$ cat src/rtl/ant_pkg.sv
// Shared definitions for the ant navigation and motion blocks.
// Holds heading codes, motion/navigation state encodings, turn-command
// encodings and the heading rotation helper.
package ant_pkg;

    // Compass headings, clockwise order so a right turn is +1 mod 4.
    typedef enum logic [1:0] {
        HEAD_N = 2'b00,
        HEAD_E = 2'b01,
        HEAD_S = 2'b10,
        HEAD_W = 2'b11
    } heading_t;

    // Motion sequencer states.
    typedef enum logic [1:0] {
        S_IDLE = 2'b00,
        S_TURN = 2'b01,
        S_MOVE = 2'b10,
        S_DONE = 2'b11
    } motionState_t;

    // Turn request formed as {TLeft, TRight}.
    typedef enum logic [1:0] {
        TURN_NONE  = 2'b00,
        TURN_RIGHT = 2'b01,
        TURN_LEFT  = 2'b10,
        TURN_BOTH  = 2'b11
    } turnCmd_t;

    // Navigation FSM states (upstream block).
    typedef enum logic [2:0] {
        NAV_LOST    = 3'd0,
        NAV_ROTATE  = 3'd1,
        NAV_WALL    = 3'd2,
        NAV_TRACK_L = 3'd3,
        NAV_TRACK_R = 3'd4,
        NAV_GOAL    = 3'd5
    } navState_t;

    // Command set latched when a step is accepted.
    typedef struct packed {
        logic fw;
        logic tLeft;
        logic tRight;
    } moveCmd_t;

    // New heading after applying a turn command; a conflicting command leaves it unchanged.
    function automatic logic [1:0] turnHeading(input logic [1:0] h, input turnCmd_t t);
        case (t)
            TURN_LEFT:  return h - 2'd1;
            TURN_RIGHT: return h + 2'd1;
            default:    return h;
        endcase
    endfunction

endpackage

$ cat src/rtl/ant_sat_counter.sv
// Saturating up-counter with enable and asynchronous active-low reset.
module ant_sat_counter #(
    parameter int W = 16
) (
    input  logic         CLK,
    input  logic         reset,
    input  logic         en,
    output logic [W-1:0] count
);

    // Count enabled events, sticking at all-ones.
    always_ff @(posedge CLK or negedge reset) begin
        if (!reset) begin
            count <= '0;
        end else if (en && (count != '1)) begin
            count <= count + 1'b1;
        end
    end

endmodule

$ cat src/rtl/ant_motion.sv
// Ant motion sequencer: executes one {FW, TLeft, TRight} command set per
// accepted step (turn, then move, then done) and tracks grid position.
// Define ANT_MOTION_WRAP_EN to make grid edges wrap instead of clamp-and-bump.
module ant_motion
    import ant_pkg::*;
#(
    parameter int         X_W        = 5,
    parameter int         Y_W        = 5,
    parameter int         X_MAX      = 31,
    parameter int         Y_MAX      = 31,
    parameter int         X_START    = 0,
    parameter int         Y_START    = 0,
    parameter logic [1:0] HEAD_START = 2'b01
) (
    input  logic           CLK,
    input  logic           reset,
    input  logic           stepEn,
    input  logic           FW,
    input  logic           TLeft,
    input  logic           TRight,
    output logic [X_W-1:0] xPos,
    output logic [Y_W-1:0] yPos,
    output logic [1:0]     heading,
    output logic           busy,
    output logic           stepDone,
    output logic           bump,
    output logic           cmdErr,
    output logic           overrun,
    output logic [15:0]    moveCount
);

`ifdef ANT_MOTION_WRAP_EN
    localparam logic WRAP = 1'b1;
`else
    localparam logic WRAP = 1'b0;
`endif

    localparam logic [X_W-1:0] X_LIM = X_W'(X_MAX);
    localparam logic [Y_W-1:0] Y_LIM = Y_W'(Y_MAX);
    localparam logic [X_W-1:0] X_INI = X_W'(X_START);
    localparam logic [Y_W-1:0] Y_INI = Y_W'(Y_START);

    motionState_t   state, stateNext;
    moveCmd_t       cmdReg, cmdNext;
    logic [X_W-1:0] xNext, xStep;
    logic [Y_W-1:0] yNext, yStep;
    logic [1:0]     headNext;
    logic           busyNext, stepDoneNext, bumpNext, cmdErrNext, overrunNext;
    logic           edgeHit, blocked, moveEn;

    // Target cell one step along the current heading; at an edge either wrap or hold.
    always_comb begin
        xStep   = xPos;
        yStep   = yPos;
        edgeHit = 1'b0;
        case (heading)
            HEAD_N: begin
                if (yPos == '0) begin
                    edgeHit = 1'b1;
                    yStep   = WRAP ? Y_LIM : yPos;
                end else begin
                    yStep = yPos - 1'b1;
                end
            end
            HEAD_S: begin
                if (yPos == Y_LIM) begin
                    edgeHit = 1'b1;
                    yStep   = WRAP ? '0 : yPos;
                end else begin
                    yStep = yPos + 1'b1;
                end
            end
            HEAD_E: begin
                if (xPos == X_LIM) begin
                    edgeHit = 1'b1;
                    xStep   = WRAP ? '0 : xPos;
                end else begin
                    xStep = xPos + 1'b1;
                end
            end
            default: begin
                if (xPos == '0) begin
                    edgeHit = 1'b1;
                    xStep   = WRAP ? X_LIM : xPos;
                end else begin
                    xStep = xPos - 1'b1;
                end
            end
        endcase
        blocked = edgeHit & ~WRAP;
    end

    // Next-state and next-output logic for the step sequencer.
    always_comb begin
        stateNext    = state;
        cmdNext      = cmdReg;
        headNext     = heading;
        xNext        = xPos;
        yNext        = yPos;
        busyNext     = busy;
        stepDoneNext = 1'b0;
        bumpNext     = 1'b0;
        cmdErrNext   = cmdErr;
        overrunNext  = overrun;
        moveEn       = 1'b0;

        if (stepEn && (state != S_IDLE)) begin
            overrunNext = 1'b1;
        end

        case (state)
            S_IDLE: begin
                if (stepEn) begin
                    cmdNext   = '{fw: FW, tLeft: TLeft, tRight: TRight};
                    stateNext = S_TURN;
                    busyNext  = 1'b1;
                end
            end
            S_TURN: begin
                headNext = turnHeading(heading, turnCmd_t'({cmdReg.tLeft, cmdReg.tRight}));
                if (cmdReg.tLeft && cmdReg.tRight) begin
                    cmdErrNext = 1'b1;
                end
                stateNext = S_MOVE;
            end
            S_MOVE: begin
                if (cmdReg.fw) begin
                    xNext    = xStep;
                    yNext    = yStep;
                    bumpNext = blocked;
                    moveEn   = ~blocked;
                end
                stepDoneNext = 1'b1;
                stateNext    = S_DONE;
            end
            S_DONE: begin
                stateNext = S_IDLE;
                busyNext  = 1'b0;
            end
            default: begin
                stateNext = S_IDLE;
                busyNext  = 1'b0;
            end
        endcase
    end

    // State and registered outputs.
    always_ff @(posedge CLK or negedge reset) begin
        if (!reset) begin
            state    <= S_IDLE;
            cmdReg   <= '0;
            xPos     <= X_INI;
            yPos     <= Y_INI;
            heading  <= HEAD_START;
            busy     <= 1'b0;
            stepDone <= 1'b0;
            bump     <= 1'b0;
            cmdErr   <= 1'b0;
            overrun  <= 1'b0;
        end else begin
            state    <= stateNext;
            cmdReg   <= cmdNext;
            xPos     <= xNext;
            yPos     <= yNext;
            heading  <= headNext;
            busy     <= busyNext;
            stepDone <= stepDoneNext;
            bump     <= bumpNext;
            cmdErr   <= cmdErrNext;
            overrun  <= overrunNext;
        end
    end

    ant_sat_counter #(
        .W(16)
    ) uMoveCount (
        .CLK  (CLK),
        .reset(reset),
        .en   (moveEn),
        .count(moveCount)
    );

endmodule
$ cat config.mk
export PLATFORM = sky130hd
export DESIGN_NAME = ant_motion
export DESIGN_NICKNAME = d
export VERILOG_FILES = /design/src/rtl/ant_pkg.sv /design/src/rtl/ant_sat_counter.sv /design/src/rtl/ant_motion.sv
export SDC_FILE = /design/constraint.sdc
export NUM_CORES = 1
export LEC_CHECK = 0
export CAP_MARGIN = 40
export CORE_AREA = 2 2 53 104
export CTS_BUF_LIST = sky130_fd_sc_hd__clkbuf_16
export DETAILED_ROUTE_END_ITERATION = 6
export DIE_AREA = 0 0 55 106
export PLACE_DENSITY = 0.78
export SETUP_SLACK_MARGIN = 0.3
export SYNTH_ARGS = -nofsm -noshare
export SYNTH_HDL_FRONTEND = slang
export SYNTH_HIERARCHICAL = 1
export SYNTH_SLANG_ARGS = --single-unit
$ cat constraint.sdc
create_clock -name CLK -period 3.7 [get_ports CLK]
set_clock_uncertainty 0.15 [all_clocks]
set_input_delay 0.74 -clock CLK [delete_from_list [all_inputs] [get_ports CLK]]
set_output_delay 0.74 -clock CLK [all_outputs]
set_load 0.05 [all_outputs]
* Word level (Yosys, flattened, before mapping)
Cells that the tools add are included.
** Operators by class
- Muxes and demuxes :: 21
- Reduce and logical (&&, ||, !) cells :: 18
- Add/subtract/negate cells :: 7
- Equality and inequality tests :: 15
- Bitwise operators :: 2
** Operators by type and width (count)
- two-way mux 5 bit :: 4
- case mux 5 bit (2 select lines) :: 2
- adder 16 x 1 -> 16 bit, second input constant :: 1
- != test 16 bit, second input constant :: 1
- adder 5 x 1 -> 5 bit, second input constant :: 2
- == test 5 bit, second input constant :: 2
- zero test 5 bit :: 2
- two-way mux 1 bit :: 10
- AND reduction 5 bit :: 2
- subtractor 5 x 1 -> 5 bit, second input constant :: 2
- == test 2 bit, second input constant :: 4
- != test 2 bit, second input constant :: 4
- case mux 2 bit (4 select lines) :: 1
- AND reduction 2 bit :: 4
- nonzero test 2 bit :: 4
- == test 2 x 1 -> 1 bit, second input constant :: 3
- zero test 2 bit :: 2
- case mux 2 bit (2 select lines) :: 1
- logical AND 1 bit :: 3
- case mux 1 bit (3 select lines) :: 1
- adder 2 x 1 -> 2 bit, second input constant :: 1
- two-way mux 2 bit :: 1
- != test 2 x 1 -> 1 bit, second input constant :: 1
- NOT 1 bit :: 2
- other kinds (3) :: 3
** Storage, ports and cells
- Input port bits :: 6
- Output and inout port bits :: 33
- Bits in registers :: 38

* Depth between registers and ports, before layout
- Depth after elaboration :: 7
- Mapped depth :: 10

* Cells and area by module
The synthesis kept the hierarchy.
** By module, submodules not included
- ant_motion :: seq. area each 551.8 µm², instances 1, cells an instance 115, area each 1331.3 µm²
- ant_sat_counter :: seq. area each 400.4 µm², instances 1, cells an instance 72, area each 859.6 µm²

* Worst setup path after synthesis
No wires, ideal clock.
- Path kind :: register -> register
- Start :: register heading[0]
- End :: register uMoveCount.count[5]
- Path slack :: 0.578 ns
- Data required time :: 3.431 ns
- Clock period less this slack :: 3.122 ns
- Arrival time :: 2.853 ns
- Stages on the path, launching flop included :: 11
- Cells stage by stage :: dfstp_2 -> inv_1 -> ha_1 -> nor4b_1 -> a2bb2o_1 -> o31ai_1 -> nor2b_1 -> and3_1 -> and4_2 -> o211ai_1 -> o21a_1
** Between the ends
- Longest elaborated chain between the ends :: 6
- Elaborated cells on any way between the ends :: 8
- Those cells by class :: 2 x eq/ne; 3 x mux; 1 x bitwise; 2 x reduce/logical
** RTL lines
- from (decl) :: line ant_motion.sv:23 : output logic [1:0] heading,
- from (signal assigned) :: line ant_motion.sv:165 : heading <= headNext;
- == test 2 x 1 -> 1 bit (tied with other cells) :: line ant_motion.sv:56 : case (heading)
- case mux 1 bit (3 select lines) * :: line ant_motion.sv:56
- NOT 1 bit * :: line ant_motion.sv:131 : moveEn = ~blocked;
- two-way mux 1 bit * :: line ant_motion.sv:127 : if (cmdReg.fw) begin
- two-way mux 1 bit * :: line ant_motion.sv:111 : case (state)
- via moveEn :: line ant_motion.sv:49 : logic edgeHit, blocked, moveEn;
- logical AND 1 bit * :: line ant_sat_counter.sv:15 : end else if (en && (count != '1)) begin
- to (signal assigned) :: line ant_sat_counter.sv:16 : count <= count + 1'b1;
- to (decl) :: line ant_sat_counter.sv:8 : output logic [W-1:0] count
Mark *: on every way through the listed nets, which the timed path passes. The rest lies on a longest branch.
A chain may end at the register's enable or synchronous reset.

* Worst setup path in the final report
Same ends and word-level chain as after synthesis.

==> results.env <==
YS.FLOP_TYPE='sky130_fd_sc_hd__dfrtp_1'
IO_BUFFER_COUNT=38
P_SWITCHING_mW=1.17
VIAS=1639
ANTENNA_LEFT=0
CTS_BUFFER_DEPTH=2
DRTPASS1ITERATIONS=4
POWER_LEAKAGE_nW=1.22
CTS_SETUP_BUFFERS=0
ANT_DIODES=0
MAXCLOCKFREQUENCY_GHz=0.310
SYNTH_SEQ_CELLS=38
DIE_WIDTH_UM=55
CLOCK-SINKS=38
POST_CTS_RESIZED=0
DRV_CAP=0
GLOBAL_ROUTE.OVERFLOW_TOTAL=0
POWER.IR.VDD_WORST_uV=643
CRIT_ARRIVAL_NS=3.25
PATH_TYPE_OF_THE_WORST_SETUP_PATH='reg -> reg'
ENDPOINT_KIND='flop'
FRACTION_OF_LAYOUT_INSTANCES_USING_A_DRIVE_STRENGTH_ABOVE_1_PCT=13.2
AGGREGATE_NEGATIVE_SETUP_SLACK_NS=0
CLK_PIN_SLEW_NS=0.06
POWER_AFTER_LAYOUT_mW=2.53
MAX_SLEW.WORST_PIN.SLEW_NS=0.551
CTS_INSERTED_BUFFERS=5
CLOCK_TREE.HTREE_LEVEL_COUNT=2
SYNTHESIS.NETS=212
POWER_SWITCHING_SHARE_PCT=46.2
FP.DIEAREA_UM2=5830
POSTSYNTH.ASYNCRESETSHARE_PCT=100
POST-ROUTE-WORST-SETUP-SLACK_NS=0.479
COMBPWRFRAC_PCT=54.6
INITIAL_CORE_UTIL_PCT=43.0
CORE_UM2=5090
POWER.CLOCK.FRACTION_PCT=15.9
WORSTSETUPSTARTPOINTTYPE='flop'
TRITONCTS_CLOCK_TREE='built'
SEQUENTIAL_POWER_SHARE_PCT=29.5
WHS_NS=0.262
SYNTH_AREA_UM2=2190
RUN_STATUS='complete, no violations'
WIRE_PER_INST_UM=16.3
CELL_INT_POWER_mW=1.36
TOTALWIRELENGTH_UM=4750
FINAL_STD_CELL_AREA_NO_FILL_UM2=2800
CTSROOTBUFFERMASTER='sky130_fd_sc_hd__clkbuf_16'
CLKLATENCYLATEPIN_NS=0.28
PLACE_HPWL_UM=3590
FINAL-SETUP-VIOL-COUNT=0
POWER.DENSITY_nW_PER_UM2=903
DIE_HEIGHT_UM=106
FINISH.CELL_COUNT_WITHOUT_FILLERS=292
AREAGROWTHSYNTHTOFINISH_PCT=27.9
DESIGN.PORTCOUNT=39
MAXIMUM_NUMBER_OF_PINS_ON_ONE_NET_BEFORE_GLOBAL_ROUTE_REPAIR=22
DETAIL_ROUTE.ITER0.VIOLATIONS=41
DRC=0
NUM_ROWS=37
PERIOD_NEEDED_NS=3.22
NETS=258
FINALHOLDVIOLCOUNT=0
YS_SEQ_AREA_SHARE_PCT=43.5
PLACEDINSTANCEAREA_UM2=2670
SLEW_HR_PCT=63.2
FINAL_CORE_UTILIZATION_PCT=55.0
VIA_COUNT_OF_THE_FIRST_GLOBAL_ROUTING_PASS=1606
FINAL_MAX_SLEW_VIOLS=0
SYNTH_CELL_TYPE_COUNT=44
POST-PLACE-WS_NS=0.595
POST_SYNTH_INST_COUNT=187
NUMPLACEDINSTANCES=284
FINAL.PERIOD_UTILIZATION_PCT=87.0
YOSYS_WARNINGS=6
ANTENNA_FOUND_INITIAL=0
CP.REQUIRED_NS=3.73
GLOBAL_ROUTE.USAGE.TOTAL_PCT=18.3
VIASPERCELL=5.61
MIN_PATH_TYPE='in -> async'
GRT_FIRST_PASS_WIRELENGTH_UM=7600
POST_CTS_HOLD_BUFFER_COUNT=0
SYNTH-EDFF-COUNT=0
ROUTABILITY_CONGESTION_ESTIMATE=0.818
POST_SYNTH.CELL_AREA_AVG_UM2=11.7
RSZ0062_AT_GRT='no'
PATH_MAX_FANOUT=5
## power by group through the flow
stage	combinational (mW)	clock, mW	sequential, mW
after global placement	1.34	0	0.747
final	1.38	0.403	0.747
after floorplan	0.647	0	1.08
after detailed placement	1.38	0	0.754
after CTS	1.39	0.413	0.749
after global routing	1.50	0.428	0.770
## layout make-up
class	count	area [um^2]
Multi-Input combinational cell	140	1200
Inverter	9	33.8
Sequential cell	38	952
Timing Repair Buffer	39	403
Clock buffer	5	125
Clock inverter	3	11.3
Tap cell	58	72.6
Fill cell	448	2290
## sequential cells by signal, indices dropped and copies added, names as in the netlist
register	cells
uMoveCount/count	16
xPos	5
yPos	5
cmdReg	3
heading	2
state	2
bump	1
busy	1
cmdErr	1
overrun	1
stepDone	1
## per-layer routing
layer | GRT usage, % | part of all wire [%] | wire, um | up-vias
li1 | - | - | - | 780
met3 | 4.21 | 3.5 | 168 | 8
met4 | 8.71 | 2.8 | 132 | 0
met1 | 18.4 | 36 | 1720 | 813
met2 | 32.7 | 57 | 2730 | 38
met5 | 0 | 0 | 0 | -
## kinds of logic (layout without fill, tap and decap cells)
family	Yosys count	after routing	synth area share [%]
flip-flops	38	38	43.5
multiplexers	10	10	5.14
buffers and inverters	9	56	1.54
AND/OR/NAND/NOR	59	59	19.8
adder cells (fa/ha/maj)	19	19	11.5
XOR/XNOR	17	17	6.80
AO/OA/AOI/OAI	35	35	11.8
## worst max-delay path, stage by stage, from the launching register on
cell and delay (ns):
sky130_fd_sc_hd__dfstp_2 0.55, sky130_fd_sc_hd__inv_1 0.09, sky130_fd_sc_hd__ha_1 0.23, sky130_fd_sc_hd__nor4b_1 0.14
sky130_fd_sc_hd__a2bb2o_1 0.34, sky130_fd_sc_hd__o31ai_1 0.34, sky130_fd_sc_hd__nor2b_1 0.43, sky130_fd_sc_hd__and3_1 0.33
sky130_fd_sc_hd__and4_2 0.29, sky130_fd_sc_hd__o211ai_1 0.10, sky130_fd_sc_hd__o21a_1 0.12
## path summary, 6_finish.rpt
path,slack (ns),end,depth (start not counted),startpoint
min reg2reg,0.31,overrun$_DFFE_PN0P_,1,overrun$_DFFE_PN0P_
max in group asynchronous,2.59,heading[0]$_DFFE_PN1P_,2,reset
min,0.26,xPos[0]$_DFFE_PN0P_,1,reset
max reg2reg,0.48,uMoveCount/count[5]$_DFFE_PN0P_,10,heading[0]$_DFFE_PN1P_
max,0.48,uMoveCount/count[5]$_DFFE_PN0P_,10,heading[0]$_DFFE_PN1P_
min in group CLK,0.31,overrun$_DFFE_PN0P_,1,overrun$_DFFE_PN0P_
## placed cells by master (no fill, tap or decap), drive strengths merged, types with 2 or more instances in the layout
cell,instances
mux2,10
nor3,4
a31oi,3
nand4,12
and4,3
and3,4
dfrtp,37
xor2,8
nand2,10
a2111oi,2
ha,17
buf,2
nor2b,2
nand3,7
a21o,6
nor4,2
clkdlybuf4s50,37
o31ai,2
clkinv,3
nor2,9
a21oi,7
fa,2
xnor2,9
or3,2
o21a,5
clkbuf,5
o21ai,6
inv,9
## Yosys cell counts, types with 3 or more instances
| master | number | area [um^2] |
|---|---|---|
| sky130_fd_sc_hd__mux2_2 | 5 | 56.3 |
| sky130_fd_sc_hd__nor3_2 | 3 | 30.0 |
| sky130_fd_sc_hd__nand4_1 | 10 | 62.6 |
| sky130_fd_sc_hd__dfrtp_1 | 37 | 926 |
| sky130_fd_sc_hd__xor2_1 | 8 | 70.1 |
| sky130_fd_sc_hd__a21oi_1 | 7 | 35.0 |
| sky130_fd_sc_hd__mux2_1 | 5 | 56.3 |
| sky130_fd_sc_hd__a31oi_1 | 3 | 18.8 |
| sky130_fd_sc_hd__inv_1 | 9 | 33.8 |
| sky130_fd_sc_hd__nand3_1 | 6 | 30.0 |
| sky130_fd_sc_hd__a21o_1 | 6 | 45.0 |
| sky130_fd_sc_hd__nand2_1 | 10 | 37.5 |
| sky130_fd_sc_hd__nor2_1 | 8 | 30.0 |
| sky130_fd_sc_hd__xnor2_1 | 9 | 78.8 |
| sky130_fd_sc_hd__o21ai_0 | 5 | 25.0 |
| sky130_fd_sc_hd__o21a_1 | 5 | 37.5 |
| sky130_fd_sc_hd__ha_1 | 17 | 213 |
Note: power is estimated with default switching activity, not from simulation.
